**src/rtl/urng_pair_packer.sv**
```systemverilog
// urng_pair_packer: packs pairs of uniform words into a registered {u0, u1} Box-Muller operand slot.
// Optional macro URNG_PACK_ZERO_GUARD_EN substitutes u0=1 for a zero u0 and sets zero_seen.
module urng_pair_packer #(
    parameter  int DATA_W = 32,
    parameter  int CNT_W  = 16,
    localparam int U0_W   = DATA_W + DATA_W / 2,
    localparam int U1_W   = DATA_W / 2
) (
    input  logic              clk,
    input  logic              rst,
    input  logic              flush,
    input  logic              in_valid,
    input  logic [DATA_W-1:0] in_data,
    output logic              in_ready,
    output logic              out_valid,
    input  logic              out_ready,
    output logic [U0_W-1:0]   out_u0,
    output logic [U1_W-1:0]   out_u1,
    output logic [CNT_W-1:0]  sample_cnt,
    output logic              zero_seen
);
    typedef enum logic {S_A, S_B} state_t;

    state_t            state, state_nx;
    logic [DATA_W-1:0] hold_a;
    logic              accept, load, drain;
    logic [U0_W-1:0]   u0_packed, u0_load;

    // the output slot can take a new sample when empty or draining on this edge
    assign in_ready  = rst && !flush && (state == S_A || !out_valid || out_ready);
    assign accept    = in_valid && in_ready;
    assign load      = accept && state == S_B;
    assign drain     = out_valid && out_ready;
    assign u0_packed = {hold_a, in_data[DATA_W-1:DATA_W/2]};

    always_comb begin
        state_nx = state;
        if (flush)
            state_nx = S_A;
        else if (accept)
            state_nx = (state == S_A) ? S_B : S_A;
    end

    always_ff @(posedge clk or negedge rst) begin
        if (!rst)
            state <= S_A;
        else
            state <= state_nx;
    end

    always_ff @(posedge clk or negedge rst) begin
        if (!rst) begin
            hold_a     <= '0;
            out_valid  <= 1'b0;
            out_u0     <= '0;
            out_u1     <= '0;
            sample_cnt <= '0;
        end else begin
            if (flush)
                hold_a <= '0;
            else if (accept && state == S_A)
                hold_a <= in_data;
            if (load) begin
                out_u0 <= u0_load;
                out_u1 <= in_data[U1_W-1:0];
            end
            out_valid <= load || (out_valid && !out_ready);
            if (drain)
                sample_cnt <= sample_cnt + CNT_W'(1);
        end
    end

`ifdef URNG_PACK_ZERO_GUARD_EN
    // keep ln(u0) finite downstream
    assign u0_load = (u0_packed == '0) ? U0_W'(1) : u0_packed;

    always_ff @(posedge clk or negedge rst) begin
        if (!rst)
            zero_seen <= 1'b0;
        else if (load && u0_packed == '0)
            zero_seen <= 1'b1;
    end
`else
    assign u0_load   = u0_packed;
    assign zero_seen = 1'b0;
`endif
endmodule

```
**config.mk**
```make
export PLATFORM = sky130hd
export DESIGN_NAME = urng_pair_packer
export DESIGN_NICKNAME = d
export VERILOG_FILES = /design/src/rtl/urng_pair_packer.sv
export SDC_FILE = /design/constraint.sdc
export NUM_CORES = 1
export LEC_CHECK = 0
export ABC_AREA = 1
export CAP_MARGIN = 20
export CELL_PAD_IN_SITES_DETAIL_PLACEMENT = 1
export CELL_PAD_IN_SITES_GLOBAL_PLACEMENT = 2
export CORE_MARGIN = 2
export CORE_UTILIZATION = 31
export DETAILED_ROUTE_END_ITERATION = 10
export GPL_TIMING_DRIVEN = 0
export HOLD_SLACK_MARGIN = 0.15
export PLACE_DENSITY_LB_ADDON = 0.05
export SETUP_SLACK_MARGIN = 0.4
export SLEW_MARGIN = 0
export SYNTH_ARGS = -nofsm -noshare
export SYNTH_HDL_FRONTEND = slang
export SYNTH_SLANG_ARGS = --single-unit
```
**constraint.sdc**
```tcl
create_clock -name clk -period 3.2 [get_ports clk]
set_input_delay 0.64 -clock clk [delete_from_list [all_inputs] [get_ports clk]]
set_output_delay 0.64 -clock clk [all_outputs]
set_load 0.005 [all_outputs]
```
==> run metrics <==
outcome completed; Inserted Clock Buffers 17; clock slew at reported path FFs around 0.05 ns; CTS H-tree lvls 4; WP data arrival ~2 ns; Syn Area/Cell just under 9 um^2; # setup viols final 0; most frequent cells in the layout 164 x nand2_1, 116 x clkdlybuf4s50_1, 114 x dfrtp_1, 71 x nand4_1, 55 x inv_1; register area share after synthesis between 50% and 60%; ANT nets after route 0; commonest non-fill, non-tap cell in the layout nand2_1; WL per Instance 16.24 um; PortBufs between 100 and 150; io pins 120; Worst-Skew Late Latency around 0.42 ns; Pins Over Slew Limit 0; largest net degree at the start of global routing 44; crit path buf inv count 4; final hold slack roughly 0.17 ns; Net Count, Synth ~590; Crit. End Element primary output; drt drc 0; slowest CP cell clkdlybuf4s50_1; Worst Tran Pin Value ~0.54 ns; Seq cells post-synth between 100 and 150; Die Wd around 130 um; GRT Total Usage approximately a fifth; clock sink count ~110; class of the worst hold path in -> async; leakage 3.568 nW; CP max FO 10; DRT Pass-1 Iters 4; total die area between 15000 and 20000 um^2; crit start category input pin; initial core utilization ~32%; CP Class in -> out; total grt overflow 0; RSZ-0062 raised after global routing false; area delta synth->final 46.42%; main area contributors after synthesis dfrtp_1 58%, nand2_1 13%, nand4_1 9.1%, inv_1 4.2%, nand3_1 4.1%; pwr dens 668.1 nW/um^2; Yosys Warn Count 0; Row Count 45; final core occ 46.90%; Die H 129.8 um; Tmin final ~2.7 ns; CTS tree yes; Final nets about 730; Post-Synthesis Cells 549; slowest stage delay, CP about 0.5 ns; share of the synthesized area in the top cell type around 58%; skew final about 0.0077 ns; Cell Area, Synth 4906 um^2; leading area contributor after synthesis dfrtp_1; drt initial violations 210; max-cap violation count 0; Max-slew headroom between 60% and 70%; vias in the first global route around 4700; post-detail-place hpwl 10.23 mm; Routed WL around 15 mm; GP Congestion approximately 0.76; core area ~15000 um^2; Fin. Hold Viols 0; Cell variety after synth 20; antenna diode count 0; Clock Path Buffers 2; Vias per Instance between 4 and 5; Required @ worst endpoint 2.56 ns; share of post-route cells with drive strength above 1 ~9.2%; initial antenna violation count 0; fmax 376.5 MHz; maximum vdd drop 0.3594 mV; root buffer cell clkbuf_16; CP top delay family buffers and inverters; most frequent CP cell clkdlybuf4s50_1; critical-path cell list clkdlybuf4s50_1 -> inv_2 -> nand2_1 -> a21oi_2 -> buf_6 -> clkdlybuf4s50_1; first-pass GRT wire length 24.32 mm; post-route clock period utilization between 80% and 90%; via count approximately 4300
-- flip-flops by register name, indices dropped and copies added, names as in the netlist --
register    flops
hold_a         32
sample_cnt     16
out_u1         16
state           1
out_valid       1
out_u0         48
-- final cells by class --
cell class | instances | area [um^2]
buffer | 39 | 234.0
sequential | 114 | 2853
fill | 1756 | 8132
tap | 211 | 264.0
inverter | 56 | 210.2
timing repair buffer | 123 | 1296
clock buffer | 23 | 488.0
clock inverter | 9 | 222.7
multi-input combinational | 340 | 1615
-- layer usage --
layer  GRT usage [%]  share of wire, %
met4           6.452               1.4
met3           4.920               4.0
met1           24.08                46
met2           31.66                49
met5               0                 0
-- cell usage after synthesis (all sizes together) --
master	count
nand2	165
dfrtp	114
nand4	71
inv	56
nand3	40
o21ai	33
buf	32
nor2	15
clkbuf	7
xor2	7
nor3	3
xnor2	3
a21oi	1
conb	1
ha	1
-- path summary, 6_finish.rpt --
| kind | from | to | slack (ns) | depth (start not counted) |
|---|---|---|---|---|
| max in group asynchronous | rst | hold_a[9]$_DFFE_PN0P_ | 2.70 | 2 |
| min reg2reg | out_u0[24]$_DFFE_PN0P_ | out_u0[24]$_DFFE_PN0P_ | 0.47 | 2 |
| max reg2reg | out_valid$_DFF_PN0_ | out_u0[26]$_DFFE_PN0P_ | 1.66 | 8 |
| min | rst | sample_cnt[9]$_DFFE_PN0P_ | 0.17 | 2 |
| min in group clk | out_u0[24]$_DFFE_PN0P_ | out_u0[24]$_DFFE_PN0P_ | 0.47 | 2 |
| max | flush | in_ready | 0.54 | 6 |
-- power by group --
group / total (mW) / internal [mW] / switching (mW) / leakage [nW]
sequential: 1.76 / 1.63 / 0.126 / 1.51
combinational: 0.750 / 0.428 / 0.322 / 1.72
clock: 2.29 / 1.62 / 0.673 / 0.344
-- repair_timing --
action	CTS	global route
endpoints found under the hold margin	43	0
setup endpoints to repair	1	1
resized for setup	4	1
hold buffers	1	0
pin swaps	1	0
setup buffers	2	0
gates cloned	1	0
-- cell families (layout without fill, tap and decap cells) --
kind of cell	Yosys count	in the layout	share of synthesized area [%]
AND/OR/NAND/NOR	294	294	27.26
flip-flops	114	114	58.15
buffers and inverters	95	250	8.926
AO/OA/AOI/OAI	34	34	3.545
XOR/XNOR	10	10	1.785
adder cells (fa/ha/maj)	1	1	0.2550
other	1	1	0.07644
-- metrics by stage --
step	total power [mW]	TNS, ns	cell area (um^2)	setup WS, ns	cells
final	4.799	0	7183	0.5437	915
after global routing	5.012	0	7183	0.4761	915
after CTS	4.852	0	7181	0.4061	915
after detailed placement	2.525	0	6380	0.03091	879
after global placement	2.504	-698.26	6351	-4.035	878
after floorplan	2.004	0	4906	1.439	549
Power figures use the tool's default switching activity.
